File: src/rtl/pwm_multi_channel.sv
// rtl/pwm_multi_channel.sv - multi-channel PWM generator with shared counter and shadowed settings
module pwm_multi_channel #(
  parameter int CHANNELS = 4,
  parameter int WIDTH    = 8
) (
  input  logic                      clock,
  input  logic                      reset_n,
  input  logic                      enable,
  input  logic [WIDTH-1:0]          period,
  input  logic                      center_mode,
  input  logic [CHANNELS*WIDTH-1:0] duty,
  input  logic [CHANNELS-1:0]       invert,
  input  logic                      update,
  output logic                      update_pending,
  output logic                      period_start,
  output logic [CHANNELS-1:0]       pwm_out
);

  localparam logic [WIDTH-1:0] ONE = {{(WIDTH-1){1'b0}}, 1'b1};

  // staging set, written by the update strobe
  logic [WIDTH-1:0]          stg_period;
  logic                      stg_mode;
  logic [CHANNELS*WIDTH-1:0] stg_duty;

  // active set, used by the counter and comparators
  logic [WIDTH-1:0]          act_period;
  logic                      act_mode;
  logic [CHANNELS*WIDTH-1:0] act_duty;

  // shared counter; dir_down = 1 while a center-aligned period counts down
  logic [WIDTH-1:0]          cnt;
  logic                      dir_down;

  logic [WIDTH-1:0]          cnt_next;
  logic                      dir_next;
  logic                      boundary;
  logic                      transfer;
  logic [CHANNELS-1:0]       raw;

  // successor count and direction for the active mode
  always_comb begin
    cnt_next = '0;
    dir_next = 1'b0;
    if (!act_mode) begin
      if (cnt >= act_period) cnt_next = '0;
      else                   cnt_next = cnt + ONE;
    end else if (!dir_down) begin
      if (cnt >= act_period) begin
        cnt_next = (act_period == '0) ? '0 : act_period - ONE;
        dir_next = 1'b1;
      end else begin
        cnt_next = cnt + ONE;
      end
    end else begin
      cnt_next = (cnt == '0) ? '0 : cnt - ONE;
      dir_next = 1'b1;
    end
    // reaching zero always restarts the period counting up
    if (cnt_next == '0) dir_next = 1'b0;
  end

  assign boundary = (cnt_next == '0);
  // while idle there is no period to finish, so pending values move over at once
  assign transfer = update_pending && (!enable || boundary);

  // per-channel compare of the live count against the active duty
  always_comb begin
    raw = '0;
    for (int c = 0; c < CHANNELS; c++) begin
      raw[c] = (cnt < act_duty[c*WIDTH +: WIDTH]);
    end
  end

  // double-buffered settings: staging captures on update, active loads on transfer
  always_ff @(posedge clock or posedge reset_n) begin
    if (reset_n) begin
      stg_period     <= '1;
      stg_mode       <= 1'b0;
      stg_duty       <= '0;
      act_period     <= '1;
      act_mode       <= 1'b0;
      act_duty       <= '0;
      update_pending <= 1'b0;
    end else begin
      if (transfer) begin
        act_period <= stg_period;
        act_mode   <= stg_mode;
        act_duty   <= stg_duty;
      end
      if (update) begin
        stg_period <= period;
        stg_mode   <= center_mode;
        stg_duty   <= duty;
      end
      // a strobe on the transfer cycle keeps the flag set for the newer values
      if (update)        update_pending <= 1'b1;
      else if (transfer) update_pending <= 1'b0;
    end
  end

  // period counter; held at zero counting up while idle
  always_ff @(posedge clock or posedge reset_n) begin
    if (reset_n) begin
      cnt      <= '0;
      dir_down <= 1'b0;
    end else if (!enable) begin
      cnt      <= '0;
      dir_down <= 1'b0;
    end else begin
      cnt      <= cnt_next;
      dir_down <= dir_next;
    end
  end

  // registered outputs, one cycle behind the count
  always_ff @(posedge clock or posedge reset_n) begin
    if (reset_n) begin
      pwm_out      <= '0;
      period_start <= 1'b0;
    end else if (!enable) begin
      pwm_out      <= invert;
      period_start <= 1'b0;
    end else begin
      pwm_out      <= raw ^ invert;
      period_start <= (cnt == '0);
    end
  end

endmodule

File: config.mk
export PLATFORM = sky130hd
export DESIGN_NAME = pwm_multi_channel
export DESIGN_NICKNAME = d
export VERILOG_FILES = /design/src/rtl/pwm_multi_channel.sv
export SDC_FILE = /design/constraint.sdc
export NUM_CORES = 1
export LEC_CHECK = 0
export CORE_ASPECT_RATIO = 0.8
export CORE_MARGIN = 2
export CORE_UTILIZATION = 52
export CTS_CLUSTER_DIAMETER = 150
export DETAILED_ROUTE_END_ITERATION = 10
export GPL_ROUTABILITY_DRIVEN = 1
export HOLD_SLACK_MARGIN = 0.1
export PLACE_DENSITY_LB_ADDON = 0.2
export SKIP_CTS_REPAIR_TIMING = 1
export SYNTH_ARGS = -nofsm -noshare
export SYNTH_HDL_FRONTEND = slang
export SYNTH_SLANG_ARGS = --single-unit
File: constraint.sdc
create_clock -name clock -period 3 [get_ports clock]
set_input_delay 0.6 -clock clock [delete_from_list [all_inputs] [get_ports clock]]
set_output_delay 0.6 -clock clock [all_outputs]
set_load 0.03 [all_outputs]
# == Word level (Yosys, flattened, before mapping) ==
# Index checks and enable logic that the tools add are counted.
# classes
magnitude_cmp,5
reduce_logical,7
add_sub_neg,3
bitwise,1
muxes,16
# op_table
operator,count
2-to-1 mux 8 bit,7
< comparator 8 bit,4
logical NOT 8 bit,3
subtractor 8 x 1 -> 8 bit (second input constant),2
adder 8 x 1 -> 8 bit (second input constant),1
>= comparator 8 bit,1
2-to-1 mux 1 bit,8
2-to-1 mux 4 bit,1
XOR 4 bit,1
nonzero test 2 bit,1
logical AND 1 bit,1
logical NOT 1 bit,1
logical OR 1 bit,1
# totals
regBits,97
in_bits,49
elab_cells,43
out_inout_bits,6

# == Longest topological paths before layout ==
# depth
ltp_word,10
mapped_depth,12
mapped_depth_nobuf,10

# == Worst setup path after synthesis ==
# Ideal clock, no wire load.
# synth_timing
path_kind,reg2reg
start,register cnt[0]
end,register act_duty[0]
path_buffers,2
setup_time_ns,0.125
t_arrival_ns,3.064
path_stages_with_launch,13
required_time_ns,2.875
synth_period_minus_slack_ns,3.189
path_slack_ns,-0.189
path_cell_list,dfrtp_1 inv_1 ha_1 nand2b_4 a2111oi_2 and3b_1 buf_2 o221ai_2 o2111ai_1 nor4_2 a41oi_2 buf_6 mux2_4
# synth_between
elab_chain_len,7
elab_cells_between_ends,12
cone_classes,add/sub: 2; order compare: 1; mux: 5; reduce/logical: 4
# synth_lines
element,line_no,source
"start, declared",32,logic [WIDTH-1:0] cnt;
"start signal, assigned",111,cnt <= cnt_next;
adder 8 x 1 -> 8 bit (tied with other cells),"47, 53",
2-to-1 mux 8 bit (on tied branches),"49, 56",
2-to-1 mux 8 bit,48,end else if (!dir_down) begin
2-to-1 mux 8 bit (*),45,if (!act_mode) begin
logical NOT 8 bit (*),63,assign boundary = (cnt_next == '0);
logical OR 1 bit (*),65,assign transfer = update_pending && (!enable || boundary);
logical AND 1 bit (*),65,
"end signal, assigned",89,act_duty <= stg_duty;
"end, declared",29,logic [CHANNELS*WIDTH-1:0] act_duty;
# Every way passes the cells marked *; elsewhere a longest branch is shown, timed or not.
# A chain may end at the register's enable or synchronous reset.

# == Worst setup path after layout ==
# layout_timing
start,register act_period[1]
end,register act_duty[21]
# layout_between
elab_chain_len,8
elab_cells_between_ends,11
cone_classes,add/sub: 1; order compare: 1; mux: 5; reduce/logical: 4
# layout_lines
element,line_no,source
"start, declared",27,logic [WIDTH-1:0] act_period;
"start signal, assigned",87,act_period <= stg_period;
subtractor 8 x 1 -> 8 bit or logical NOT 8 bit (tied branches),50,cnt_next = (act_period == '0) ? '0 : act_period - ONE;
2-to-1 mux 8 bit,50,
2-to-1 mux 8 bit,49,if (cnt >= act_period) begin
2-to-1 mux 8 bit,48,
2-to-1 mux 8 bit (*),45,
logical NOT 8 bit (*),63,
logical OR 1 bit (*),65,
logical AND 1 bit (*),65,
# Marks and branches as above.

==> flow_summary.ini <==
[final_layout]
drive_above_1_share = 0.319
layout.core_utilization = 0.662
final_cell_count_no_fill = 676
antenna_cells = 0
num-nets-final = 621
layout-area-overhead-vs-synth_pct = 25.1

[clocking]
cts_buffer_depth = 2
tritoncts_clock_tree = built
htree_num_levels = 3
clkSinkCount = 97
tritoncts.num_buffers = 9
clk_latency_ps = 350
cts-root-buf = sky130_fd_sc_hd__clkbuf_16
clk_pin_slew_worst_paths_ps = 70

[critical_path]
timing.critical_path.cells = inv_2, ha_4, a2111oi_4, and3b_2, o21bai_1, a22oi_2, nor4_4, a41oi_4, buf_4, clkbuf_16, mux2_4
r2r_slack_ps = -70
worst_setup_path_startpoint = act_period[1]$_DFFE_PP1P_
timing.critical_path.slowest_cell_delay_ps = 540
path_delay_family = compound AO/OA/AOI/OAI gates
cp_num_buf_inv = 3
cp_slowest_cell = sky130_fd_sc_hd__dfstp_2
crit_path_end = act_duty[21]$_DFFE_PP0P_
worst_ep_arrival_time_ps = 3300
worstPathRequired_ps = 3230
rr_worst_depth = 11
cp_num_cells = 11
sort_of_element_at_the_start_of_the_critical_path = flop
crit_path_max_fanout = 7
timing.rr.end = act_duty[21]$_DFFE_PP0P_
timing_worst_setup_path_type = flop to flop
crit_path_end_kind = flop
critical_path.reg2reg.startpoint = act_period[1]$_DFFE_PP1P_

[timing]
final_count_of_negative_setup_slack_endpoints = 35
timing.final.max_slew_violations = 0
post-route-min-period_ps = 3070
worstMarginPinSlew_ps = 947
setup_ws_ps = -66.4
fmaxAchievable_ghz = 0.326
layout_worst_path_cycle_share = 1.02
grt_setup_unrepaired = yes
timing.slew.headroom = 0.369
whs_ps = 502
final-hold-violation-count = 0
clock-skew-final_ps = 5.82

[synthesis]
dominantRegCellSynth = sky130_fd_sc_hd__dfrtp_1
synthTopCellsByArea = sky130_fd_sc_hd__dfrtp_1, sky130_fd_sc_hd__mux2_4, sky130_fd_sc_hd__ha_1
synthesis.instances = 442
number_of_enable_flip_flop_cells_after_synthesis = 0
synth_seq_cells = 97
yosysSeqAreaShare = 0.456
netlist_area_sq_um = 5370
async_flop_share = 1.00
yosys.cell_types.count = 59
syn_avg_cell_area_sq_um = 12.2
syn-num-nets = 532
post-synth-top-area-fraction = 0.377
yosys_warning_count = 0
netlist.top_cell.by_area = sky130_fd_sc_hd__dfrtp_1

[floorplan]
chipHeight_microns = 94.9
fp.coreArea_sq_um = 10200
chipWidth_microns = 118
std_cell_rows = 33
floorplan.die_area_sq_um = 11200
start_util = 0.529
design.portCount = 55

[grt]
antenna_found_initial = 0
grt_first_pass_wirelength_microns = 17900
grt.overflow.total = 0
grt_usage = 0.206
first_global_vias = 3553
grt_start_max_net_pins = 45

[pwr]
power.switching_fraction = 0.340
power.ir.vdd_worst_v = 0.000438
internal_power_mw = 3.86
clkPwrFrac = 0.197
p_sw_mw = 1.99
power_leakage_nw = 3.10
power_frac_seq = 0.341
powerDensity_nw_per_um2 = 870
power.share.combinational = 0.462

[worst_hold_path]
hold_path.class = flop to flop

[routing]
route.final.wire_length_microns = 11000
route.antenna.remaining_nets = 0
route.detailed.drc = 0
detailedRoute.firstIterationViolations = 160
vias = 3643
firstDrtPassIters = 4
route.detailed.wl_per_inst_microns = 16.3
routed_via_density = 5.39

[run]
timing.max_cap.violations = 0

[placed_design]
placement.io_buffers = 54
dp_hpwl_microns = 8060
gp_congestion = 0.923
placed_cells = 653

[status]
outcome = finished, violations left
violated_checks = negative setup slack
==> state kept, by name (all words and copies together), names as in the netlist, 4 cells and up <==
name / count
act_duty: 32
stg_duty: 32
act_period: 8
cnt: 8
stg_period: 8
pwm_out: 4
==> through the flow <==
stage	power [mW]	setup WS (ps)	setup TNS, ps	instance area, sq um
2_1_floorplan	3.84	6.69	0	5430
3_3_place_gp	4.45	35.9	0	6320
3_5_place_dp	4.59	-130	-4370	6320
4_1_cts	5.77	-159	-5360	6620
5_1_grt	6.25	-178	-6330	6720
6_report	5.85	-66.4	-1690	6720
==> cells in the mapped netlist (all sizes together), types with 3 or more instances <==
library cell / count
clkbuf: 10
nor2b: 4
xnor2: 9
o32a: 3
a21boi: 4
a22oi: 3
and4: 4
mux2: 82
dfstp: 16
nand2: 18
buf: 5
nor4: 4
nor2: 15
dfrtp: 81
inv: 42
o211ai: 5
and3: 3
nor3: 9
nand3: 4
nand4b: 4
xor2: 5
and2: 5
nand2b: 6
o21a: 5
o21ai: 15
a21oi: 12
ha: 41
==> area by class of cell <==
type	instances	area (sq um)
Tap cell	140	175
Clock buffer	11	233
Sequential cell	97	2450
Multi-Input combinational cell	288	2760
Timing Repair Buffer	93	882
Inverter	42	164
Fill cell	788	3430
Clock inverter	5	61.3
==> cell usage in the layout (no fill, tap or decap), drive strengths merged, types with 3 or more instances in the layout <==
cell and instances:
mux2 82, dfrtp 81, clkdlybuf4s50 53, inv 44, ha 41, buf 39
nand2 18, dfstp 16, nor2 15, o21ai 15, a21oi 12, clkbuf 12
nor3 9, xnor2 9, nand2b 6, xor2 5, and2 5, o211ai 5
o21a 5, and4 4, nand3 4, nor2b 4, a21boi 4, nand4b 4
nor4 4, and3 3, o32a 3, a22oi 3
==> logic make-up after synthesis <==
logic type	share of synthesized area
flops	0.456
buf+inv	0.0456
xor+xnor	0.0228
simple gates	0.0922
fa+ha+maj	0.0955
compound gates	0.0866
mux	0.202
==> power groups by stage <==
stage	Sequential (mW)	Clock (mW)	Combinational, mW
6_report	2.00	1.15	2.70
5_1_grt	2.05	1.23	2.97
4_1_cts	2.00	1.18	2.58
3_5_place_dp	2.02	0	2.57
3_3_place_gp	2.01	0	2.45
2_1_floorplan	2.03	0	1.81
==> how the worst min path moves through the flow <==
| stage | from | endpoint | slack [ps] | cells after the start |
|---|---|---|---|---|
| 3_3_place_gp | stg_duty[31]$_DFFE_PP0P_ | act_duty[31]$_DFFE_PP0P_ | 490 | 1 |
| 5_1_grt | stg_duty[12]$_DFFE_PP0P_ | act_duty[12]$_DFFE_PP0P_ | 520 | 1 |
| 6_report | stg_duty[12]$_DFFE_PP0P_ | act_duty[12]$_DFFE_PP0P_ | 500 | 1 |
| 4_1_cts | stg_duty[22]$_DFFE_PP0P_ | act_duty[22]$_DFFE_PP0P_ | 510 | 1 |
| 3_5_place_dp | stg_duty[22]$_DFFE_PP0P_ | act_duty[22]$_DFFE_PP0P_ | 490 | 1 |
| 2_1_floorplan | act_duty[0]$_DFFE_PP0P_ | act_duty[0]$_DFFE_PP0P_ | 480 | 1 |
==> routing by layer <==
layer	vias to the layer above	track usage	routed length (microns)
met5	-	0	0
met4	0	0.0693	180
met3	17	0.0399	542
met2	102	0.339	5310
met1	1764	0.278	5000
li1	1760	-	-
Power figures use the tool's default switching activity.
